<file path="src/rtl/gelu_pkg.sv">
// Shared constants for the GELU inner-term datapath (Q8.16 fixed point).
package gelu_pkg;

    localparam int GELU_DATA_WIDTH = 24;
    localparam int GELU_FRAC_BITS  = 16;

    // 0.044715 and sqrt(2/pi) in Q8.16
    localparam logic signed [23:0] GELU_C1 = 24'sh000B72;
    localparam logic signed [23:0] GELU_C2 = 24'sh00CC42;

    // Saturation bounds for every stage result
    localparam logic signed [23:0] GELU_SAT_MAX = 24'sh7FFFFF;
    localparam logic signed [23:0] GELU_SAT_MIN = 24'sh800000;

endpackage

</file>
<file path="src/rtl/gelu_x_align_fifo.sv">
// In-order FIFO that holds raw x samples until the matching x^3 arrives.
// Reading while empty returns zero; error pulses report drop/underflow.
module gelu_x_align_fifo #(
    parameter int WIDTH = 24,
    parameter int DEPTH = 4
) (
    input  logic                       clk,
    input  logic                       rst_n,
    input  logic                       push,
    input  logic signed [WIDTH-1:0]    din,
    input  logic                       pop,
    output logic signed [WIDTH-1:0]    dout,
    output logic                       full,
    output logic                       empty,
    output logic [$clog2(DEPTH):0]     level,
    output logic                       ovf_err,
    output logic                       unf_err
);

    localparam int AW = $clog2(DEPTH);
    localparam int LW = AW + 1;

    logic signed [WIDTH-1:0] mem [DEPTH];
    logic [AW-1:0]           wr_ptr;
    logic [AW-1:0]           rd_ptr;
    logic                    do_push;
    logic                    do_pop;

    assign full    = (level == LW'(DEPTH));
    assign empty   = (level == '0);
    // A push into a full FIFO only succeeds when a pop frees a slot the same cycle
    assign do_push = push && (!full || pop);
    assign do_pop  = pop && !empty;
    assign ovf_err = push && full && !pop;
    assign unf_err = pop && empty;
    assign dout    = empty ? '0 : mem[rd_ptr];

    // Storage write; contents need no reset since level gates every read
    always_ff @(posedge clk) begin
        if (do_push) mem[wr_ptr] <= din;
    end

    // Pointer and occupancy bookkeeping
    always_ff @(posedge clk or negedge rst_n) begin
        if (!rst_n) begin
            wr_ptr <= '0;
            rd_ptr <= '0;
            level  <= '0;
        end else begin
            if (do_push) wr_ptr <= wr_ptr + AW'(1);
            if (do_pop)  rd_ptr <= rd_ptr + AW'(1);
            case ({do_push, do_pop})
                2'b10:   level <= level + LW'(1);
                2'b01:   level <= level - LW'(1);
                default: level <= level;
            endcase
        end
    end

endmodule

</file>
<file path="src/rtl/gelu_inner_combiner.sv">
// Computes u = sqrt(2/pi) * (x + 0.044715 * x^3) in Q8.16 over three
// pipeline stages, re-aligning raw x with the late-arriving x^3.
module gelu_inner_combiner
    import gelu_pkg::*;
#(
    parameter int DATA_WIDTH = GELU_DATA_WIDTH,
    parameter int FRAC_BITS  = GELU_FRAC_BITS,
    parameter int FIFO_DEPTH = 4
) (
    input  logic                          clk,
    input  logic                          rst_n,
    input  logic signed [DATA_WIDTH-1:0]  x_in,
    input  logic                          x_valid,
    input  logic signed [DATA_WIDTH-1:0]  x3_in,
    input  logic                          x3_valid,
    input  logic                          x3_ovf,
    input  logic                          clr_err,
    output logic signed [DATA_WIDTH-1:0]  u_out,
    output logic                          u_valid,
    output logic                          u_ovf,
    output logic                          align_err,
    output logic [$clog2(FIFO_DEPTH):0]   fifo_level
);

    localparam int PW = 2 * DATA_WIDTH;
    localparam logic signed [PW-1:0]         C1_W   = PW'(GELU_C1);
    localparam logic signed [PW-1:0]         C2_W   = PW'(GELU_C2);
    localparam logic signed [PW-1:0]         SAT_HI = PW'(GELU_SAT_MAX);
    localparam logic signed [PW-1:0]         SAT_LO = PW'(GELU_SAT_MIN);
    localparam logic [DATA_WIDTH-1:0]        SAT_HI_D = DATA_WIDTH'(GELU_SAT_MAX);
    localparam logic [DATA_WIDTH-1:0]        SAT_LO_D = DATA_WIDTH'(GELU_SAT_MIN);
    localparam logic signed [PW-1:0]         RND    = PW'(1) << (FRAC_BITS - 1);

    // Round half up, then drop the fractional bits of the product
    function automatic logic signed [PW-1:0] round_shift(input logic signed [PW-1:0] v);
        return (v + RND) >>> FRAC_BITS;
    endfunction

    // Clamp to the sample range; MSB of the result flags a clamp
    function automatic logic [DATA_WIDTH:0] saturate(input logic signed [PW-1:0] v);
        if (v > SAT_HI) return {1'b1, SAT_HI_D};
        if (v < SAT_LO) return {1'b1, SAT_LO_D};
        return {1'b0, v[DATA_WIDTH-1:0]};
    endfunction

    logic signed [DATA_WIDTH-1:0] fifo_dout;
    logic                         fifo_full;
    logic                         fifo_empty;
    logic                         fifo_ovf_err;
    logic                         fifo_unf_err;

    gelu_x_align_fifo #(
        .WIDTH (DATA_WIDTH),
        .DEPTH (FIFO_DEPTH)
    ) u_fifo (
        .clk     (clk),
        .rst_n   (rst_n),
        .push    (x_valid),
        .din     (x_in),
        .pop     (x3_valid),
        .dout    (fifo_dout),
        .full    (fifo_full),
        .empty   (fifo_empty),
        .level   (fifo_level),
        .ovf_err (fifo_ovf_err),
        .unf_err (fifo_unf_err)
    );

    logic signed [DATA_WIDTH-1:0] x_p1;
    logic signed [DATA_WIDTH-1:0] p1_p1;
    logic                         ovf_p1;
    logic                         vld_p1;
    logic signed [DATA_WIDTH-1:0] s_p2;
    logic                         ovf_p2;
    logic                         vld_p2;
    logic [DATA_WIDTH:0]          s1_res;
    logic [DATA_WIDTH:0]          s2_res;
    logic [DATA_WIDTH:0]          s3_res;

    // Combinational arithmetic feeding each stage register
    always_comb begin
        s1_res = saturate(round_shift(PW'(x3_in) * C1_W));
        s2_res = saturate(PW'(x_p1) + PW'(p1_p1));
        s3_res = saturate(round_shift(PW'(s_p2) * C2_W));
    end

    // ---- Stage 1: p1 = x3 * C1, paired with the popped x ----
    always_ff @(posedge clk) begin
        if (x3_valid) begin
            x_p1   <= fifo_dout;
            p1_p1  <= s1_res[DATA_WIDTH-1:0];
            ovf_p1 <= x3_ovf | s1_res[DATA_WIDTH];
        end
    end

    // ---- Stage 2: s = x + p1 ----
    always_ff @(posedge clk) begin
        if (vld_p1) begin
            s_p2   <= s2_res[DATA_WIDTH-1:0];
            ovf_p2 <= ovf_p1 | s2_res[DATA_WIDTH];
        end
    end

    // Valid tokens travelling alongside the stage data
    always_ff @(posedge clk or negedge rst_n) begin
        if (!rst_n) begin
            vld_p1 <= 1'b0;
            vld_p2 <= 1'b0;
        end else begin
            vld_p1 <= x3_valid;
            vld_p2 <= vld_p1;
        end
    end

    // ---- Stage 3: u = s * C2, held between results ----
    always_ff @(posedge clk or negedge rst_n) begin
        if (!rst_n) begin
            u_out   <= '0;
            u_ovf   <= 1'b0;
            u_valid <= 1'b0;
        end else begin
            u_valid <= vld_p2;
            if (vld_p2) begin
                u_out <= s3_res[DATA_WIDTH-1:0];
                u_ovf <= ovf_p2 | s3_res[DATA_WIDTH];
            end
        end
    end

    // Sticky alignment error; a fresh error outranks a clear
    always_ff @(posedge clk or negedge rst_n) begin
        if (!rst_n) begin
            align_err <= 1'b0;
        end else if (fifo_ovf_err || fifo_unf_err) begin
            align_err <= 1'b1;
        end else if (clr_err) begin
            align_err <= 1'b0;
        end
    end

endmodule

</file>
<file path="config.mk">
export PLATFORM = sky130hd
export DESIGN_NAME = gelu_inner_combiner
export DESIGN_NICKNAME = d
export VERILOG_FILES = /design/src/rtl/gelu_pkg.sv /design/src/rtl/gelu_x_align_fifo.sv /design/src/rtl/gelu_inner_combiner.sv
export SDC_FILE = /design/constraint.sdc
export NUM_CORES = 1
export LEC_CHECK = 0
export ABC_AREA = 0
export BUFFER_PORTS_ARGS = -buffer_cell sky130_fd_sc_hd__buf_2
export CAP_MARGIN = 20
export CELL_PAD_IN_SITES_DETAIL_PLACEMENT = 1
export CELL_PAD_IN_SITES_GLOBAL_PLACEMENT = 2
export CORE_MARGIN = 2
export CORE_UTILIZATION = 47
export CTS_BUF_LIST = sky130_fd_sc_hd__clkbuf_16
export CTS_CLUSTER_DIAMETER = 80
export DETAILED_ROUTE_END_ITERATION = 10
export PLACE_DENSITY = 0.95
export REMOVE_ABC_BUFFERS = 1
export SLEW_MARGIN = 20
export SYNTH_ARGS = -nofsm -noshare
export SYNTH_HDL_FRONTEND = slang
export SYNTH_HIERARCHICAL = 1
export SYNTH_SLANG_ARGS = --single-unit
</file>
<file path="constraint.sdc">
create_clock -name clk -period 9.6 [get_ports clk]
set_input_delay 0.96 -clock clk [delete_from_list [all_inputs] [get_ports clk]]
set_output_delay 0.96 -clock clk [all_outputs]
set_load 0.01 [all_outputs]
</file>
# ---- Word level (Yosys, flattened, before mapping)
# Memory sizes are Yosys's and may differ from the RTL's. A register that Yosys moved wholly into a read port is not among the register bits.
# Index checks and enable logic that the tools add are counted.
dict set report totals {
  word_cells 74
  romBits 0
  memories 1
  reg_bits 86
  ram_bits 96
  latchBits 0
  input_bits 54
  out_inout_bits 30
}
# memory depth width rd rd_clocked_by_memory_dff write_ports line
set memory_table {}
lappend memory_table {u_fifo.mem 4 24 1 1 1 gelu_x_align_fifo.sv:23} ;# logic signed [WIDTH-1:0] mem [DEPTH];
dict set report op_classes {
  order_cmp 6
  add_sub_neg 7
  n_reduce_logical 13
  n_eq_ne 3
  n_shift 0
  mux 26
  div_mod_pow 0
  mul 2
  bitwise_logic 3
}
# operator n
set op_table {}
lappend op_table {{$mux W25} 12}
lappend op_table {{$add A41 B17 Y42 const B} 1}
lappend op_table {{$mul A24 B16 Y40 const B} 1}
lappend op_table {{$add A37 B17 Y38 const B} 1}
lappend op_table {{$mul A24 B12 Y36 const B} 1}
lappend op_table {{$gt A26 B24 Y1 const B} 1}
lappend op_table {{$lt A26 B24 Y1 const B} 1}
lappend op_table {{$add A24 B24 Y25} 1}
lappend op_table {{$gt A25 B24 Y1 const B} 1}
lappend op_table {{$lt A25 B24 Y1 const B} 1}
lappend op_table {{$gt A22 B24 Y1 const B} 1}
lappend op_table {{$lt A22 B24 Y1 const B} 1}
lappend op_table {{$mux W1} 13}
lappend op_table {{$pmux W3 S2} 1}
lappend op_table {{$logic_and A1 B1 Y1} 5}
lappend op_table {{$add A2 B1 Y2 const B} 2}
lappend op_table {{$reduce_bool A2 Y1} 2}
lappend op_table {{$add A3 B1 Y3 const B} 1}
lappend op_table {{$eq A3 B3 Y1 const B} 1}
lappend op_table {{$logic_not A1 Y1} 3}
lappend op_table {{$logic_not A3 Y1} 1}
lappend op_table {{$or A1 B1 Y1} 3}
lappend op_table {{$sub A3 B1 Y3 const B} 1}
lappend op_table {{$eq A2 B1 Y1 const B} 1}
lappend op_table {{other kinds (2)} 3}

# ---- Logic depth before layout (Yosys ltp)
dict set report depth {
  word_depth 8
  mapped_depth 27
  depth_no_buf 26
}

# ---- Hierarchy
# The synthesis kept the hierarchy.
# mod cells_per_inst area_each_um2 instances seq_area_each_um2
set by_module_without_submodules {}
lappend by_module_without_submodules {gelu_inner_combiner 1623 16429.5 1 2887.8}
lappend by_module_without_submodules {gelu_x_align_fifo 193 4086.4 1 3057.9}

# ---- Least setup slack after synthesis
# Ideal clock, no wire load.
dict set report synth_path {
  path_type {input-to-reg}
  startpoint {in x3_in[6]}
  endpoint {reg p1_p1[17], data pin}
  path_slack_ns 3.035
  path_stages 23
  t_arrival_ns 6.305
  path_cell_list {fa_1 > inv_1 > fa_1 > fa_1 > inv_1 > fa_1 > fa_1 > ha_1 > a21o_1 > a21o_1 > a31o_2 > a21oi_1 > nor2b_1 > nor2_1 > xnor2_1 > ha_1 > nand2b_1 > mux2i_1 > and4_1 > nand4b_1 > a221oi_1 > nand2_1 > xor2_1}
}
dict set report synth_via {
  elab_chain_len 7
  elab_cells_between_ends 10
  cone_classes {add/sub: 1; mul: 1; order compare: 2; mux: 6}
}
# element line
set synth_rtl {}
lappend synth_rtl {{from (decl)} gelu_inner_combiner.sv:14} ;# input logic signed [DATA_WIDTH-1:0] x3_in,
lappend synth_rtl {{$mul A24 B12 Y36 (*)} gelu_inner_combiner.sv:82} ;# s1_res = saturate(round_shift(PW'(x3_in) * C1_W));
lappend synth_rtl {{$add A37 B17 Y38 (*)} gelu_inner_combiner.sv:36} ;# return (v + RND) >>> FRAC_BITS;
lappend synth_rtl {{$lt A22 B24 Y1} gelu_inner_combiner.sv:42} ;# if (v < SAT_LO) return {1'b1, SAT_LO_D};
lappend synth_rtl {{$mux W1 (2 in series)} gelu_inner_combiner.sv:42}
lappend synth_rtl {{$mux W25} gelu_inner_combiner.sv:43} ;# return {1'b0, v[DATA_WIDTH-1:0]};
lappend synth_rtl {{$mux W25 (*)} gelu_inner_combiner.sv:42}
lappend synth_rtl {{to (signal assigned)} gelu_inner_combiner.sv:91} ;# p1_p1 <= s1_res[DATA_WIDTH-1:0];
lappend synth_rtl {{to (decl)} gelu_inner_combiner.sv:70} ;# logic signed [DATA_WIDTH-1:0] p1_p1;
# Every way passes the cells marked *; elsewhere a longest branch is shown, timed or not. The select of a mux whose other input is x is not followed.
# A chain may end at the register's enable or synchronous reset.

# ---- Worst setup path in the final report
dict set report layout_path {
  startpoint {reg s_p2[0]}
  endpoint {reg u_ovf}
}
dict set report layout_via {
  elab_chain_len 8
  elab_cells_between_ends 11
  cone_classes {add/sub: 1; mul: 1; order compare: 2; mux: 6; bitwise: 1}
}
# element line
set layout_rtl {}
lappend layout_rtl {{from (decl)} gelu_inner_combiner.sv:73} ;# logic signed [DATA_WIDTH-1:0] s_p2;
lappend layout_rtl {{from (signal assigned)} gelu_inner_combiner.sv:99} ;# s_p2 <= s2_res[DATA_WIDTH-1:0];
lappend layout_rtl {{$mul A24 B16 Y40 (*)} gelu_inner_combiner.sv:84} ;# s3_res = saturate(round_shift(PW'(s_p2) * C2_W));
lappend layout_rtl {{$add A41 B17 Y42 (*)} gelu_inner_combiner.sv:36}
lappend layout_rtl {{$lt A26 B24 Y1} gelu_inner_combiner.sv:42}
lappend layout_rtl {{$mux W1 (2 in series)} gelu_inner_combiner.sv:42}
lappend layout_rtl {{$mux W25} gelu_inner_combiner.sv:43}
lappend layout_rtl {{$mux W25 (*)} gelu_inner_combiner.sv:42}
lappend layout_rtl {{$or A1 B1 Y1 (*)} gelu_inner_combiner.sv:125} ;# u_ovf <= ovf_p2 | s3_res[DATA_WIDTH];
lappend layout_rtl {{to (signal assigned)} gelu_inner_combiner.sv:125}
lappend layout_rtl {{to (decl)} gelu_inner_combiner.sv:20} ;# output logic u_ovf,
# Marked as above.

==> summary.md <==
The core region is 43100 µm². Worst hold path class: register to register. The delay contributed by the slowest stage of the critical path came out at 0.54 ns. For the worst-skew pair, the clock arrives at the later sink with an insertion delay of 0.56 ns. The tool flagged a number of max-cap violations equal to 0. The critical path is of the register to register type. Counting the fill cells in the layout gives 4538. The detailed router put a total of 21500 µm of wire on met1. The logs give 10.03 ns for the required time at the endpoint of the critical path and 2384 for the number of nets in the layout. The number of iterations in the first detailed-routing pass is 5, and the fmax is 139 MHz.

The run gives 6 as the count of yosys warnings during synthesis. TritonCTS built the clock tree. The highest-delay cell along the critical path was nor4_4. The final wirelength is 49700 µm, and the setup slack at placement is 2.15 ns. The remaining antenna violation count was 0; the global-route congestion overflow total was 0. Buffers added to address setup during post-CTS repair amount to 0. The tools report the total of endpoints with negative setup slack in the final report as 0. The library cell appearing most often on the critical path was ha_1. The worst setup path is captured at a register.

The via density per instance is 5.73. The total vias in the final route is 14200. From synthesis to final layout, the design area changed by 8.53%.

Routability-driven placement finished with a final weighted congestion of 0.851. The detailed router used layers up to and including met4. The kind of start point of the critical path was a register. After detailed routing, the met2 layer carries 25800 µm of wire. The critical path contains buffers and inverters numbering 4 combined. The die is 213 µm tall. For the final HPWL from detailed placement, the log shows 40300 µm. The run finished with clean final reports. The final routed DRC violation total was 0; the hold path depth was 1. Entering global routing, the biggest net connects 54 pins.

The first routing iteration left 583 violations. The die outline width works out to 213 µm. The total number of H-tree levels is 1, and the final worst clock skew is 0.0154 ns. The tools report the number of global-route vias before repair as 15700. The critical path depth in cells was 23; the clock buffer count from CTS was 24.

On the critical path the largest part of the delay comes from adder cells. The initial utilization of the core area, before any placement, comes to 47.6%. The per-instance average area after synthesis was 11.3 µm²; the initial antenna violation count was 0. Summed over all nets, wire length on met3 after detailed routing comes to 1270 µm. The floorplan row count was 76. Clock-pin slew was measured on the worst setup and hold paths at 0.06 ns. The share of cells above drive strength 1 was 10.1%; the clock sink total was 204.

The cell area that synthesis handed to floorplanning was 20500 µm². In this run the worst path has a maximum fanout of 21. No sink is reached through more buffers than the 3 on the longest clock path. For this design, the CTS-stage hold fixing added 0 buffers. Across every metal layer, demand over resource in global routing totals 22.6%. The transition time of the tightest slew-check pin was 1.07 ns; the floorplan die area was 45300 µm².

The average wire length per cell after detail routing came out at 20.0 µm. After technology mapping, the gate count stands at 1815. The tools report the core occupancy in the finished layout as 51.7%. The area of all placed cells without fillers was 22300 µm². The part of the cycle the worst path needs is 75.0%, and the relative slew slack is 28.6%.

Setup repair after global routing left no endpoint under its margin. The number of endpoints with negative hold slack in the final report came out at 0. Walking the worst path, the cells encountered are ha_1, ha_1, inv_1, fa_1, inv_1, fa_1, inv_1, fa_1, inv_1, ha_1, ha_1, a21oi_1, nor3b_1, a21oi_2, xor2_1, ha_1, nand4_2, nor4_4, nand4_4, nor3_2, mux2i_1, nand4b_4, o32a_1.

The run gives 0 as the total count of max-transition violations in the final report. Setup slack closes at 2.40 ns. The time the worst path needs with I/O delays and setup came out at 7.20 ns. Once the clock tree was built, the resizer swapped 0 gates to a different size. After routing, the total negative slack on setup checks comes to 0 ns. The depth of the worst register-to-register path was 23; the cell area after placement was 21400 µm². 0 antenna diodes ended up in the layout. Input and output buffers added on the ports amount to 83. The tools report the clock tree root driver cell as clkbuf_16.

The I/O pin total was 84; the first-pass GRT wire length was 81700 µm. The run gives 7.64 ns as the data arrival time at the worst-slack endpoint.
-- layout make-up --
| type | count | area [µm²] | share of cell area, % |
|---|---|---|---|
| sequential | 204 | 5950 | 26.7 |
| inverter | 157 | 589 | 2.65 |
| multi-input combinational | 1403 | 13700 | 61.6 |
| tap | 585 | 732 | 3.29 |
| clock buffer | 24 | 601 | 2.70 |
| clock inverter | 19 | 218 | 0.978 |
| timing repair buffer | 88 | 453 | 2.03 |
-- placed cells by master (no fill, tap or decap), drive strengths merged, types with 10 or more instances in the layout --
cell type / instances
xor2: 54
xnor2: 81
nor2b: 31
and3: 17
a21o: 41
or2: 10
inv: 164
nand2b: 13
fa: 194
buf: 88
nor3: 22
o21a: 12
nor2: 98
dfrtp: 36
o21bai: 10
nand2: 85
or3: 10
ha: 258
a211oi: 11
mux4: 24
and4: 11
clkbuf: 24
o211ai: 18
a21oi: 105
and2: 21
nand4: 25
o21ai: 76
o22a: 21
edfxtp: 168
nand3: 30
-- final timing paths --
kind	endpoint	slack, ns	startpoint
setup / recovery	u_ovf	2.40	s_p2[0]
max in group asynchronous	u_fifo/rd_ptr[1]	8.38	rst_n
setup reg to reg	u_ovf	2.40	s_p2[0]
hold reg to reg	u_out[7]	0.49	u_out[7]
hold / removal	u_out[7]	0.49	u_out[7]
min in group asynchronous	u_out[22]	0.56	rst_n
-- metrics by stage --
stage / cells / hold slack [ns]
floorplan: 1764 / 0.471
global placement: 2437 / 0.477
detailed placement: 2437 / 0.482
CTS: 2480 / 0.496
global route: 2480 / 0.512
finish: 2480 / 0.490
-- layer usage --
layer  track usage (%)  up-vias
met2              40.5      189
met1              29.0     7265
met3              2.74       84
met5                 0        -
li1                  -     6667
met4              5.79        0
-- sequential cells by signal, summed over array words and instances, names as in the netlist, 2 cells and up --
signal,cells
p1_p1,22
u_fifo/wr_ptr,2
x_p1,24
u_fifo/mem,96
u_out,24
s_p2,24
u_fifo/rd_ptr,2
u_fifo/level,3
-- worst reg2reg max path: cells and delay by family, from the launching register on --
family,cells,cell delay (ns)
AO/OA/AOI/OAI,3,0.96
flip-flops,1,0.46
multiplexers,1,0.16
buffers and inverters,4,0.20
adder cells (fa/ha/maj),8,3.08
AND/OR/NAND/NOR,6,1.93
XOR/XNOR,1,0.29
Power is left out: the tool's default activity adds up to more than one toggle a clock period on the data nets, which glitch-free logic cannot reach.
